## config.mk

```make
export PLATFORM = sky130hd
export DESIGN_NAME = bus_responder_flat
export DESIGN_NICKNAME = d
export VERILOG_FILES = /design/src/rtl/common_pkg.sv /design/src/rtl/bus_responder_if.sv /design/src/rtl/bus_responder_mem.sv /design/src/rtl/bus_responder.sv /design/src/flat_wrapper.sv
export SDC_FILE = /design/constraint.sdc
export NUM_CORES = 1
export LEC_CHECK = 0
export CORE_AREA = 2 2 210 212
export CTS_CLUSTER_DIAMETER = 200
export DETAILED_ROUTE_END_ITERATION = 7
export DIE_AREA = 0 0 212 214
export MAX_ROUTING_LAYER = met4
export PLACE_DENSITY = 0.91
export REMOVE_ABC_BUFFERS = 1
export SLEW_MARGIN = 15
export SYNTH_ARGS = -nofsm -noshare
export SYNTH_HDL_FRONTEND = slang
export SYNTH_SLANG_ARGS = --single-unit
```

## constraint.sdc

```tcl
create_clock -name clk -period 2.75 [get_ports clk]
set_input_delay 0.55 -clock clk [delete_from_list [all_inputs] [get_ports clk]]
set_output_delay 0.55 -clock clk [all_outputs]
set_load 0.005 [all_outputs]
```

## src/rtl/common_pkg.sv

```systemverilog
// Shared types and widths for the bus blocks.
//   DATA_WIDTH  : default data bus width in bits
//   state_t     : generic run-state encoding used by other blocks
//   rsp_state_t : responder FSM states (RspIdle, RspBusy, RspResp)
package common_pkg;

  localparam int DATA_WIDTH = 32;

  typedef enum logic [1:0] {
    StIdle,
    StRun,
    StDone
  } state_t;

  typedef enum logic [1:0] {
    RspIdle,
    RspBusy,
    RspResp
  } rsp_state_t;

endpackage

```

## src/rtl/bus_responder_if.sv

```systemverilog
// Request/response bus between an initiator and bus_responder.
//   master : initiator side (drives req_*, rsp_ready)
//   slave  : responder side (drives req_ready, rsp_*)
interface bus_responder_if
  import common_pkg::*;
#(
  parameter int DATA_WIDTH = common_pkg::DATA_WIDTH,
  parameter int ADDR_WIDTH = 8
);
  logic                    req_valid;
  logic                    req_ready;
  logic                    req_we;
  logic [ADDR_WIDTH-1:0]   req_addr;
  logic [DATA_WIDTH-1:0]   req_wdata;
  logic [DATA_WIDTH/8-1:0] req_be;
  logic                    rsp_valid;
  logic                    rsp_ready;
  logic [DATA_WIDTH-1:0]   rsp_rdata;
  logic                    rsp_err;
  logic [15:0]             rsp_count;

  modport master (
    output req_valid, req_we, req_addr, req_wdata, req_be, rsp_ready,
    input  req_ready, rsp_valid, rsp_rdata, rsp_err, rsp_count
  );

  modport slave (
    input  req_valid, req_we, req_addr, req_wdata, req_be, rsp_ready,
    output req_ready, rsp_valid, rsp_rdata, rsp_err, rsp_count
  );
endinterface

```

## src/rtl/bus_responder_mem.sv

```systemverilog
// Word storage for bus_responder: DEPTH x DATA_WIDTH, byte-enabled
// synchronous write, combinational read, all words cleared on reset.
//   clk, rst_n : clock, async active-low reset
//   we, be     : write strobe and byte enables
//   idx        : word index shared by read and write
//   wdata      : write data
//   rdata      : word at idx (combinational)
module bus_responder_mem #(
  parameter int DATA_WIDTH = 32,
  parameter int DEPTH      = 16,
  parameter int IDX_W      = 4
) (
  input  logic                    clk,
  input  logic                    rst_n,
  input  logic                    we,
  input  logic [IDX_W-1:0]        idx,
  input  logic [DATA_WIDTH-1:0]   wdata,
  input  logic [DATA_WIDTH/8-1:0] be,
  output logic [DATA_WIDTH-1:0]   rdata
);
  logic [DATA_WIDTH-1:0] mem [DEPTH];

  always_ff @(posedge clk or negedge rst_n) begin
    if (!rst_n) begin
      for (int i = 0; i < DEPTH; i++) mem[i] <= '0;
    end else if (we) begin
      for (int b = 0; b < DATA_WIDTH/8; b++) begin
        if (be[b]) mem[idx][b*8 +: 8] <= wdata[b*8 +: 8];
      end
    end
  end

  assign rdata = mem[idx];
endmodule

```

## src/rtl/bus_responder.sv

```systemverilog
// Single-outstanding request responder with fixed response latency.
//   clk, rst_n : clock, async active-low reset
//   bus        : slave side of bus_responder_if (request in, response out)
//
// state   | meaning
// RspIdle | ready for a request (req_ready=1)
// RspBusy | request taken, latency counter running down
// RspResp | response presented, waiting for rsp_ready
module bus_responder
  import common_pkg::*;
#(
  parameter int DATA_WIDTH = common_pkg::DATA_WIDTH,
  parameter int ADDR_WIDTH = 8,
  parameter int DEPTH      = 16,
  parameter int LATENCY    = 2
) (
  input logic             clk,
  input logic             rst_n,
  bus_responder_if.slave  bus
);
  localparam int BE_W  = DATA_WIDTH / 8;
  localparam int OFFS  = (BE_W > 1) ? $clog2(BE_W) : 0;
  localparam int IDX_W = (DEPTH > 1) ? $clog2(DEPTH) : 1;
  localparam logic [ADDR_WIDTH-1:0] OFFS_MASK = ADDR_WIDTH'((1 << OFFS) - 1);
  localparam logic [31:0] DEPTH_U = DEPTH;

  rsp_state_t            state_q, state_d;
  logic [3:0]            cnt_q, cnt_d;
  logic [DATA_WIDTH-1:0] rdata_q, rdata_d;
  logic                  err_q, err_d;
  logic [15:0]           count_q, count_d;

  logic [ADDR_WIDTH-1:0] word_idx;
  logic                  dec_err;
  logic                  accept;
  logic                  mem_we;
  logic [DATA_WIDTH-1:0] mem_rdata;

  assign word_idx = bus.req_addr >> OFFS;
  assign dec_err  = (32'(word_idx) >= DEPTH_U) || ((bus.req_addr & OFFS_MASK) != '0);
  assign accept   = bus.req_valid && bus.req_ready;
  assign mem_we   = accept && bus.req_we && !dec_err;

  bus_responder_mem #(
    .DATA_WIDTH (DATA_WIDTH),
    .DEPTH      (DEPTH),
    .IDX_W      (IDX_W)
  ) u_mem (
    .clk   (clk),
    .rst_n (rst_n),
    .we    (mem_we),
    .idx   (word_idx[IDX_W-1:0]),
    .wdata (bus.req_wdata),
    .be    (bus.req_be),
    .rdata (mem_rdata)
  );

  always_ff @(posedge clk or negedge rst_n) begin
    if (!rst_n) begin
      state_q <= RspIdle;
      cnt_q   <= '0;
      rdata_q <= '0;
      err_q   <= 1'b0;
      count_q <= '0;
    end else begin
      state_q <= state_d;
      cnt_q   <= cnt_d;
      rdata_q <= rdata_d;
      err_q   <= err_d;
      count_q <= count_d;
    end
  end

  always_comb begin
    state_d = state_q;
    cnt_d   = cnt_q;
    rdata_d = rdata_q;
    err_d   = err_q;
    count_d = count_q;
    case (state_q)
      RspIdle: begin
        if (accept) begin
          state_d = RspBusy;
          cnt_d   = 4'(LATENCY - 1);
          err_d   = dec_err;
          // Writes and errored reads answer with zero data.
          rdata_d = (!bus.req_we && !dec_err) ? mem_rdata : '0;
        end
      end
      RspBusy: begin
        if (cnt_q == '0) state_d = RspResp;
        else             cnt_d   = cnt_q - 4'd1;
      end
      RspResp: begin
        if (bus.rsp_ready) begin
          state_d = RspIdle;
          count_d = count_q + 16'd1;
        end
      end
      default: state_d = RspIdle;
    endcase
  end

  // req_ready is gated by rst_n so it stays low while reset is held.
  assign bus.req_ready = rst_n && (state_q == RspIdle);
  assign bus.rsp_valid = (state_q == RspResp);
  assign bus.rsp_rdata = rdata_q;
  assign bus.rsp_err   = err_q;
  assign bus.rsp_count = count_q;
endmodule

```

## src/flat_wrapper.sv

```systemverilog
// flat-port wrapper written by rule: the top's interface ports become plain ports
module bus_responder_flat import common_pkg::*;
#(
  parameter int DATA_WIDTH = common_pkg::DATA_WIDTH,
  parameter int ADDR_WIDTH = 8,
  parameter int DEPTH      = 16,
  parameter int LATENCY    = 2
)
  (clk, rst_n, bus_req_valid, bus_req_we, bus_req_addr, bus_req_wdata, bus_req_be, bus_rsp_ready, bus_req_ready, bus_rsp_valid, bus_rsp_rdata, bus_rsp_err, bus_rsp_count);
  bus_responder_if #(.DATA_WIDTH(DATA_WIDTH), .ADDR_WIDTH(ADDR_WIDTH)) bus_i ();
  input logic clk;
  input logic rst_n;
  input wire logic [$bits(bus_i.req_valid)-1:0] bus_req_valid;
  input wire logic [$bits(bus_i.req_we)-1:0] bus_req_we;
  input wire logic [$bits(bus_i.req_addr)-1:0] bus_req_addr;
  input wire logic [$bits(bus_i.req_wdata)-1:0] bus_req_wdata;
  input wire logic [$bits(bus_i.req_be)-1:0] bus_req_be;
  input wire logic [$bits(bus_i.rsp_ready)-1:0] bus_rsp_ready;
  output wire logic [$bits(bus_i.req_ready)-1:0] bus_req_ready;
  output wire logic [$bits(bus_i.rsp_valid)-1:0] bus_rsp_valid;
  output wire logic [$bits(bus_i.rsp_rdata)-1:0] bus_rsp_rdata;
  output wire logic [$bits(bus_i.rsp_err)-1:0] bus_rsp_err;
  output wire logic [$bits(bus_i.rsp_count)-1:0] bus_rsp_count;
  assign bus_i.req_valid = bus_req_valid;
  assign bus_i.req_we = bus_req_we;
  assign bus_i.req_addr = bus_req_addr;
  assign bus_i.req_wdata = bus_req_wdata;
  assign bus_i.req_be = bus_req_be;
  assign bus_i.rsp_ready = bus_rsp_ready;
  assign bus_req_ready = bus_i.req_ready;
  assign bus_rsp_valid = bus_i.rsp_valid;
  assign bus_rsp_rdata = bus_i.rsp_rdata;
  assign bus_rsp_err = bus_i.rsp_err;
  assign bus_rsp_count = bus_i.rsp_count;
  bus_responder #(.DATA_WIDTH(DATA_WIDTH), .ADDR_WIDTH(ADDR_WIDTH), .DEPTH(DEPTH), .LATENCY(LATENCY)) u_core (.clk(clk), .rst_n(rst_n), .bus(bus_i));
endmodule
```

==> metrics.cfg <==
[cts]
postCtsSetupRepairBufs = 0
cts-hold-fix-buffers = 0
clk_pin_slew_ns = 0.06
clk-insertion-delay-late_ns = 0.59
max-clock-path-buffers = 3
cts_resized = 0
cts.sinks = 567
cts_root_buffer = sky130_fd_sc_hd__clkbuf_16
clock_tree.htree_level_count = 2
cts_buffers = 55
cts_tree = yes

[critical_path]
timing.critical_path.from_type = register
r2r_cells = 6
crit_path_end_kind = register
crit_path_max_fanout = 18
timing_worst_setup_path_type = reg2reg
critical_path.reg2reg.endpoint = u_core.bus.rsp_rdata[21]
worst_r2r_startpoint = u_core.state_q[1]
cp_data_arrival_time_ns = 3.05
cp_data_required_time_ns = 3.27
regToRegSetupSlack_ns = 0.21

[synthesis]
ys_ff_latch = 567
netlist_area_mm2 = 0.0260
synth_async_sr_flop_share = 1.00
syn-mean-instance-area_um2 = 14.6
yosysSeqAreaShare = 0.546
yosysTopAreaCellShare = 0.546
synth_flop_type = sky130_fd_sc_hd__dfrtp_1
synth_largest_area_cell = sky130_fd_sc_hd__dfrtp_1
synth_enable_flop_cells = 0
synth_top_cells_by_area = sky130_fd_sc_hd__dfrtp_1 55%, sky130_fd_sc_hd__mux2_2 23%, sky130_fd_sc_hd__mux4_2 5.6%, sky130_fd_sc_hd__mux2i_1 4.9%, sky130_fd_sc_hd__a22oi_1 1.9%
yosysWarnings = 0
yosys.cell_types.count = 47
postSynthCellCount = 1778

[grt]
globalRouteOverflowTotal = 0
grt_antenna_before_repair = 1
grt_first_pass_wirelength_mm = 102
grt_start_max_net_pins = 152
first_global_vias = 17990
global_route.usage.total = 0.303

[place]
gpl.final_weighted_congestion = 0.950
dp_cell_count = 2501
dp_hpwl_mm = 40.5
detailedPlace.worstSlack_ns = -0.121
port-buffer-count = 99

[layout]
multi_input_comb_area_mm2 = 0.0113
fillCellCount = 2551
final_util = 0.718
seqCellArea_mm2 = 0.0142
final_net_count = 2025
drive_gt1_frac = 0.450
layout_common_cells = 567 x sky130_fd_sc_hd__dfrtp_1, 541 x sky130_fd_sc_hd__mux2_2, 128 x sky130_fd_sc_hd__mux2i_1, 104 x sky130_fd_sc_hd__buf_4, 95 x sky130_fd_sc_hd__clkdlybuf4s50_1
flow.area_growth_from_synthesis_pct = 18.7
stdcell_count = 2601
mostFrequentLayoutCell = sky130_fd_sc_hd__dfrtp_1

[drt]
detail_route.wirelength_mm = 65.1
drcViolationCount = 0
routed_wire_length_per_instance_um = 25.0
drt-vias-per-instance = 6.29
count_of_vias_placed_by_the_detailed_router = 16370
ant_nets = 0
firstDrtPassIters = 7
detail_route.iter0.violations = 1314

[floorplan]
initial_core_util = 0.605
floorplan.core_area_mm2 = 0.0429
fp.dieW_um = 212
fp-row-count = 76
num_io_pins = 100
die_height_um = 214
dieArea_mm2 = 0.0454

[sta]
hold_viol_final = 0
hold_ws_ns = 0.145
setup_viol = 0
rsz_0062_raised_after_global_routing = false
fin_skew_ns = 0.0155
worst_slew_pin_slew_ns = 1.04
fin_ws_ns = 0.214
clock.fmax_mhz = 394
max_slew_margin = 0.309
fin_crit_sh = 0.922
layout_min_cycle_time_ns = 2.54
maxSlewViolCount = 0

[flow_run]
timing.max_cap.violations = 0

[pwr]
power.density_cell_area_mw_per_mm2 = 574
peakVddDrop_uv = 524
p_leak_nw = 15.1

[outcome]
outcome = finished clean

[min_path]
worst_hold_path_type = in2async

[critical path, stage by stage (launching register included)]
cell and delay (ns):
sky130_fd_sc_hd__dfrtp_1 0.44, sky130_fd_sc_hd__or4bb_2 0.81, sky130_fd_sc_hd__buf_4 0.25, sky130_fd_sc_hd__nor4_4 0.29
sky130_fd_sc_hd__buf_4 0.40, sky130_fd_sc_hd__nand2_1 0.14, sky130_fd_sc_hd__nand3_1 0.12
[how the worst max path moves through the flow]
| stage | slack, ns | start | to |
|---|---|---|---|
| after floorplan | -0.54 | bus_req_addr[2] | u_core.u_mem.mem[208] |
| after global placement | -0.07 | bus_req_addr[6] | u_core.u_mem.mem[379] |
| after detailed placement | -0.12 | bus_req_addr[6] | u_core.u_mem.mem[5] |
| after CTS | 0.24 | u_core.state_q[1] | u_core.bus.rsp_rdata[21] |
| after global routing | 0.22 | u_core.state_q[1] | u_core.bus.rsp_rdata[21] |
| final | 0.21 | u_core.state_q[1] | u_core.bus.rsp_rdata[21] |
[synthesized netlist by cell type (all sizes together), types with 2 or more instances]
cell and count:
nand2 96, dfrtp 567, nor3 31, xnor2 9, or4 5, mux4 64, nand4 7, clkbuf 73
xor2 8, mux2i 128, a22oi 64, buf 36, and3 3, nand2b 3, nand3 75, mux2 547
nor4 11, and2 5, ha 3, nor2b 5, nor2 22, nor3b 2, inv 4
[power breakdown]
group	internal [mW]	leakage [nW]	switching [mW]
sequential	8.46	7.90	0.106
clock	4.66	0.928	3.16
combinational	0.492	6.30	0.802
total	13.6	15.1	4.07
[stage by stage]
stage	setup TNS [ns]	power (mW)	cell area, um2
after detailed placement	-13.91	9.99	28900
after global placement	-2.93	9.92	28900
after CTS	0	17.8	30800
after global routing	0	18.2	30800
after floorplan	-85.18	9.18	25500
final	0	17.7	30800
[state kept, by name (all words and copies together) (netlist names)]
signal                flops
u_core.bus.rsp_rdata     32
u_core.cnt_q              4
u_core.bus.rsp_count     16
u_core.u_mem.mem        512
u_core.bus.rsp_err        1
u_core.state_q            2
[cell type report]
class / instances / area share
clock inverter: 17 / 0.00772
multi-input combinational: 1098 / 0.368
timing repair buffer: 247 / 0.0866
sequential: 567 / 0.461
antenna: 1 / 0.0000812
clock buffer: 82 / 0.0532
tap: 585 / 0.0238
inverter: 4 / 0.000487
[kinds of logic (layout without fill, tap and decap cells)]
group	after synthesis	after routing	synth area share
buf+inv	113	350	0.0187
simple gates	273	273	0.0665
compound gates	66	66	0.0190
other cells	0	1	0
mux	739	739	0.342
flops	567	567	0.546
xor+xnor	17	17	0.00573
fa+ha+maj	3	3	0.00145
[layer usage]
metal / track usage / wire length, um
met5: - / 0
met4: 0.128 / 2630
met3: 0.0639 / 4600
met2: 0.482 / 32300
met1: 0.378 / 25600
Power figures use the tool's default switching activity.
